<file path="src/rtl/key_event_arbiter.sv">
// key_event_arbiter
//   Shares the single 11-bit key-event input of the ZX keyboard matrix between
//   three requesters (0 = PS/2 host, 1 = joystick mapper, 2 = OSD autotype).
//   One event at a time is granted and emitted as a 1-clock ps2_key strobe.
//   The next grant is held off until the matrix has latched the current event
//   (matrix_update rising edge, bounded by UPD_TIMEOUT) plus GAP_CYCLES idle
//   clocks, so a press/release pair can never collapse between matrix updates.
//
// Parameters
//   GAP_CYCLES   idle clocks after each event before the next grant (0 = none)
//   SYNC_UPDATE  1 = wait for matrix_update rising edge after each event
//   UPD_TIMEOUT  max clocks spent waiting for matrix_update
//
// Ports
//   clk, reset     system clock, synchronous active-high reset
//   src_en[2:0]    per-source enable
//   req_valid[2:0] per-source request, held with data until accepted
//   req_press[2:0] per-source 1 = press, 0 = release
//   req_code[26:0] per-source 9-bit code, source i at [9i+8:9i]
//   req_ready[2:0] one-hot accept (combinational)
//   matrix_update  matrix latch strobe from the frame timer
//   ps2_key[10:0]  {strobe, press, code}; strobe high one clock per event
//   evt_src[1:0]   source of last emitted event, 2'b11 = none since reset
//   busy           high whenever not idle
//   upd_timeout    sticky: a matrix_update wait expired
//
// Configuration
//   KEYARB_FIXED_PRIO_EN  fixed priority src0 > src1 > src2 instead of round robin

module key_event_arbiter #(
  parameter int GAP_CYCLES  = 16,
  parameter int SYNC_UPDATE = 1,
  parameter int UPD_TIMEOUT = 1000000
) (
  input  logic        clk,
  input  logic        reset,
  input  logic [2:0]  src_en,
  input  logic [2:0]  req_valid,
  input  logic [2:0]  req_press,
  input  logic [26:0] req_code,
  output logic [2:0]  req_ready,
  input  logic        matrix_update,
  output logic [10:0] ps2_key,
  output logic [1:0]  evt_src,
  output logic        busy,
  output logic        upd_timeout
);

  localparam int GW = (GAP_CYCLES  > 0) ? $clog2(GAP_CYCLES + 1)  : 1;
  localparam int UW = (UPD_TIMEOUT > 0) ? $clog2(UPD_TIMEOUT + 1) : 1;

  typedef enum logic [1:0] {IDLE, PULSE, WAIT_UPD, GAP} state_t;

  state_t        state, state_next, after_wait;
  logic [GW-1:0] gap_cnt;
  logic [UW-1:0] upd_cnt;
  logic [1:0]    rr_ptr;
  logic          upd_prev;
  logic          upd_edge;
  logic          set_timeout;
  logic [2:0]    eligible;
  logic [2:0]    grant;
  logic [1:0]    winner;
  logic [2:0]    sum;
  logic          found;
  logic [8:0]    sel_code;
  logic          transfer;

  assign upd_edge  = matrix_update & ~upd_prev;
  assign eligible  = req_valid & src_en;
  assign req_ready = (state == IDLE) ? grant : 3'b000;
  assign transfer  = (state == IDLE) & (|grant);
  assign busy      = (state != IDLE);
  assign after_wait = (GAP_CYCLES > 0) ? GAP : IDLE;

  // Rotating search from rr_ptr; in fixed-priority builds rr_ptr stays 0,
  // which makes the same search a plain src0 > src1 > src2 priority.
  always_comb begin
    grant  = '0;
    winner = '0;
    found  = 1'b0;
    sum    = '0;
    for (int unsigned k = 0; k < 3; k++) begin
      sum = {1'b0, rr_ptr} + 3'(k);
      if (sum >= 3'd3) sum = sum - 3'd3;
      if (!found && eligible[sum[1:0]]) begin
        found       = 1'b1;
        winner      = sum[1:0];
        grant[sum[1:0]] = 1'b1;
      end
    end
  end

  always_comb begin
    case (winner)
      2'd1:    sel_code = req_code[17:9];
      2'd2:    sel_code = req_code[26:18];
      default: sel_code = req_code[8:0];
    endcase
  end

  always_comb begin
    state_next  = state;
    set_timeout = 1'b0;
    case (state)
      IDLE:     if (transfer) state_next = PULSE;
      PULSE:    state_next = (SYNC_UPDATE != 0) ? WAIT_UPD : after_wait;
      WAIT_UPD: begin
        // A rising edge in the same clock as the expiry takes precedence.
        if (upd_edge) begin
          state_next = after_wait;
        end else if (int'(upd_cnt) >= UPD_TIMEOUT - 1) begin
          state_next  = after_wait;
          set_timeout = 1'b1;
        end
      end
      GAP:      if (int'(gap_cnt) >= GAP_CYCLES - 1) state_next = IDLE;
      default:  state_next = IDLE;
    endcase
  end

  always_ff @(posedge clk) begin
    if (reset) begin
      state       <= IDLE;
      gap_cnt     <= '0;
      upd_cnt     <= '0;
      rr_ptr      <= '0;
      upd_prev    <= 1'b0;
      ps2_key     <= '0;
      evt_src     <= 2'b11;
      upd_timeout <= 1'b0;
    end else begin
      state    <= state_next;
      upd_prev <= matrix_update;

      if (state_next != state) begin
        gap_cnt <= '0;
        upd_cnt <= '0;
      end else begin
        if (state == GAP)      gap_cnt <= gap_cnt + 1'b1;
        if (state == WAIT_UPD) upd_cnt <= upd_cnt + 1'b1;
      end

      if (set_timeout) upd_timeout <= 1'b1;

      if (transfer) begin
        ps2_key <= {1'b1, req_press[winner], sel_code};
        evt_src <= winner;
`ifdef KEYARB_FIXED_PRIO_EN
        rr_ptr  <= '0;
`else
        rr_ptr  <= (winner == 2'd2) ? 2'd0 : winner + 2'd1;
`endif
      end else begin
        ps2_key[10] <= 1'b0;
      end
    end
  end

endmodule

</file>
<file path="config.mk">
export PLATFORM = sky130hd
export DESIGN_NAME = key_event_arbiter
export DESIGN_NICKNAME = d
export VERILOG_FILES = /design/src/rtl/key_event_arbiter.sv
export SDC_FILE = /design/constraint.sdc
export NUM_CORES = 1
export LEC_CHECK = 0
export CAP_MARGIN = 20
export CORE_ASPECT_RATIO = 2
export CORE_UTILIZATION = 46
export DETAILED_ROUTE_END_ITERATION = 8
export GPL_ROUTABILITY_DRIVEN = 0
export PLACE_DENSITY_LB_ADDON = 0.15
export SLEW_MARGIN = 20
export SYNTH_ARGS = -nofsm -noshare
export SYNTH_HDL_FRONTEND = slang
export SYNTH_SLANG_ARGS = --single-unit
</file>
<file path="constraint.sdc">
create_clock -name clk -period 4.9 [get_ports clk]
set_clock_uncertainty 0.05 [all_clocks]
set_input_delay 0.98 -clock clk [delete_from_list [all_inputs] [get_ports clk]]
set_output_delay 0.98 -clock clk [all_outputs]
set_load 0.02 [all_outputs]
</file>
==> out/qor.txt <==
=================================================================================
Worst hold path type                                                   reg -> reg
Largest family of logic cells by synthesized area                    simple AND/OR/NAND/NOR gates
Clk Latency, worst-skew pair                                              0.30 ns
X dimension of the die                                                    57.7 um
Fin crit period                                                           4.34 ns
Complex-gate fraction of the synthesized area                               0.217
Share of the clock period used by the worst path after layout               0.886
Fraction of synthesis flops using an asynchronous set or reset pin              0
Total power consumption of the routed design                              1.81 mW
Share of cells above drive strength 1                                       0.118
Initial cell density of the core                                            0.475
Endpoint of the worst register-to-register path                        ps2_key[5]
Power density relative to cell area                                   505 nW/um^2
RSZ-0062 raised after global routing                                           no
Number of max-slew violations in the final report                               0
Peak supply drop                                                         0.321 mV
Worst Hold Path EP                                                     ps2_key[9]
Post-Synth Adder-Cell Area                                                 0.0483
Distinct cells, synth                                                          57
Number of remaining DRC errors                                                  1
Multi-input gate area                                                  1810 sq um
Post-Place Setup Slack                                                   0.601 ns
IO Pins                                                                        57
Most common library cell in the layout ignoring fill and taps        sky130_fd_sc_hd__clkdlybuf4s50_1
Vias in the first global route                                               2691
Worst stage delay on the critical path                                    0.64 ns
Crit path DAT                                                             3.31 ns
Fraction of met2 tracks used by global routing                              0.457
H-tree depth                                                                    2
Post-cts gate resize count                                                      0
Mean routed wirelength per cell                                           15.9 um
Endpoints failing setup                                                         0
Status                                                               finished, violations left
Router iterations before antenna repair                                         6
Total Negative Setup Slacks                                                  0 ns
Final cell utilization of the core                                          0.598
Endpoint required time on the critical path                               3.87 ns
Post-synthesis simple-gate area fraction                                    0.292
Post-synthesis register bit count                                              44
Number of buffers added by the clock tree synthesis step                        5
Warning count from the yosys run                                                0
WS Path Type                                                            in -> out
Sequential area share after synthesis                                       0.309
DR vias                                                                      2742
# placed instances                                                            445
Clock slew at reported path FFs                                           0.07 ns
Most frequent cells in the layout                                    sky130_fd_sc_hd__clkdlybuf4s50_1 (56), sky130_fd_sc_hd__dfxtp_1 (44), sky130_fd_sc_hd__nand3_1 (33)
Remaining Overflow, GRT                                                         0
Final antenna-violating net count                                               0
Final Hold Violating Endpoints                                                  0
Area of the mapped netlist                                             2850 sq um
Maximum clock path buffer count                                                 2
CTS root buffer                                                      sky130_fd_sc_hd__clkbuf_16
Total of hold buffers inserted after clock tree synthesis                       0
Max-cap violations                                                              0
Half-perimeter wire length after placement                                5390 um
Crit path cell chain                                                 clkdlybuf4s50_1 -> nand2_1 -> or4b_1 -> a211oi_2 -> o32ai_2 -> a21oi_1 -> clkdlybuf4s50_1
Antenna violations before repair                                                0
Combined flip-flop and latch cell area                                  881 sq um
Overall die height                                                         113 um
GR Util met3                                                               0.0480
Via/cell ratio                                                               6.05
Achievable Freq                                                           230 MHz
Mean instance size in the synthesized netlist                          8.33 sq um
Post-layout instance count excluding filler cells                             453
Most Crowded Layer GR                                                        met2
Fraction of synthesized cell area in xor and xnor cells                    0.0615
Count of antenna diodes in the layout                                           0
Number of DRC markers in iteration 0                                          127
Min-delay src                                                          ps2_key[9]
Clock tree from TritonCTS                                                     yes
Number of cells on the worst hold path                                          2
Number of cell rows                                                            40
Synthesis-to-layout area growth                                             26.1%
Post CTS Setup Buffer Count                                                     0
Critical Path Sink Type                                                output pin
Cells after Synth                                                             342
Transition time of the tightest slew-check pin                           0.760 ns
Static power due to leakage                                               1.25 nW
Tot GR Track Use                                                            0.235
Core Footprint                                                         6010 sq um
Post-Route WL                                                             7230 um
Number of flops mapped to enable cells by yosys                                 0
Flip-flop cell with the highest count after synthesis                sky130_fd_sc_hd__dfxtp_1
Global-route wire length before repair                                   12100 um
Maximum fanout encountered on the critical timing path                          4
FILL cells                                                                    563
R2r startpoint                                                          rr_ptr[0]
Worst reg-to-reg setup slack                                              1.79 ns
Global routing met1 resource utilization                                    0.232
Slew margin rel.                                                            0.492
Violations in the final reports                                               DRC
Reg2Reg Depth                                                                  10
Die footprint                                                          6530 sq um
Number of clock sinks seen by CTS                                              44
Startpoint Class                                                        input pin
Worst setup slack after layout                                           0.560 ns
Most numerous cell on the critical path                              sky130_fd_sc_hd__clkdlybuf4s50_1
Pin count of the biggest net entering global routing                           26
Buffers on Ports                                                               56
Standard cell with the maximum stage delay on the critical path      sky130_fd_sc_hd__clkdlybuf4s50_1
Post-layout net count                                                         439
Syn nets                                                                      392
Multiplexer area fraction after synthesis                                  0.0145
=================================================================================
==> area by class of cell <==
type / instances / share of cell area
inverter: 11 / 0.0115
timing repair buffer: 63 / 0.171
sequential: 44 / 0.245
tap: 63 / 0.0219
clock buffer: 5 / 0.0348
multi-input combinational: 264 / 0.503
clock inverter: 3 / 0.0129
==> synth_stat cells, types with 5 or more instances <==
cell type	n	area share
sky130_fd_sc_hd__dfxtp_1	44	0.31
sky130_fd_sc_hd__ha_1	11	0.048
sky130_fd_sc_hd__nor2b_1	5	0.011
sky130_fd_sc_hd__nor2_1	24	0.032
sky130_fd_sc_hd__a22oi_1	9	0.024
sky130_fd_sc_hd__clkbuf_1	9	0.012
sky130_fd_sc_hd__nand2_1	18	0.024
sky130_fd_sc_hd__nand3_1	33	0.058
sky130_fd_sc_hd__inv_1	8	0.011
sky130_fd_sc_hd__a21oi_1	18	0.032
sky130_fd_sc_hd__buf_2	9	0.016
sky130_fd_sc_hd__nor3_1	8	0.014
sky130_fd_sc_hd__xnor2_1	8	0.025
sky130_fd_sc_hd__xor2_1	12	0.037
sky130_fd_sc_hd__and2_1	12	0.026
sky130_fd_sc_hd__nor3_2	20	0.070
sky130_fd_sc_hd__a31oi_1	19	0.042
==> cells by family (layout without fill, tap and decap cells) <==
family          after synthesis  after routing
fa+ha+maj                    11             11
simple gates                143            143
compound gates               86             86
mux                           4              4
flops                        44             44
buf+inv                      34             82
xor+xnor                     20             20
==> state kept, by name, summed over array words and instances, names as in the netlist <==
| name | count |
|---|---|
| ps2_key | 11 |
| upd_prev | 1 |
| upd_cnt | 20 |
| gap_cnt | 5 |
| state | 2 |
| evt_src | 2 |
| upd_timeout | 1 |
| rr_ptr | 2 |
==> critical path, delay by kind of cell <==
family / cells / cell delay, ns
AND/OR/NAND/NOR: 2 / 0.63
AO/OA/AOI/OAI: 3 / 0.54
buffers and inverters: 2 / 1.16
==> stage by stage <==
step | instance area (sq um) | hold WS, ns
5_1_grt | 3590 | 0.452
3_5_place_dp | 3420 | 0.413
4_1_cts | 3590 | 0.425
3_3_place_gp | 3420 | 0.395
6_report | 3590 | 0.421
2_1_floorplan | 2850 | 0.416
==> where the power goes <==
group / switching (mW) / total, mW / internal (mW)
Sequential: 0.0590 / 0.485 / 0.426
Combinational: 0.574 / 0.934 / 0.360
Clock: 0.154 / 0.397 / 0.242
Total: 0.787 / 1.81 / 1.03
==> worst max-delay path by stage <==
| stage | startpoint | endpoint | slack [ns] | depth (start not counted) |
|---|---|---|---|---|
| 5_1_grt | req_valid[0] | req_ready[0] | 0.44 | 7 |
| 6_report | req_valid[0] | req_ready[0] | 0.56 | 7 |
| 3_3_place_gp | req_valid[0] | req_ready[0] | 0.60 | 7 |
| 3_5_place_dp | src_en[0] | req_ready[0] | 0.60 | 7 |
| 2_1_floorplan | req_valid[2] | req_ready[0] | 1.40 | 6 |
| 4_1_cts | src_en[0] | req_ready[0] | 0.59 | 7 |
==> layer usage <==
layer	routed length [um]	vias up
met5	0	-
met4	167	0
met3	295	11
met2	4070	83
met1	2690	1295
li1	-	1353
Power figures use the tool's default switching activity.
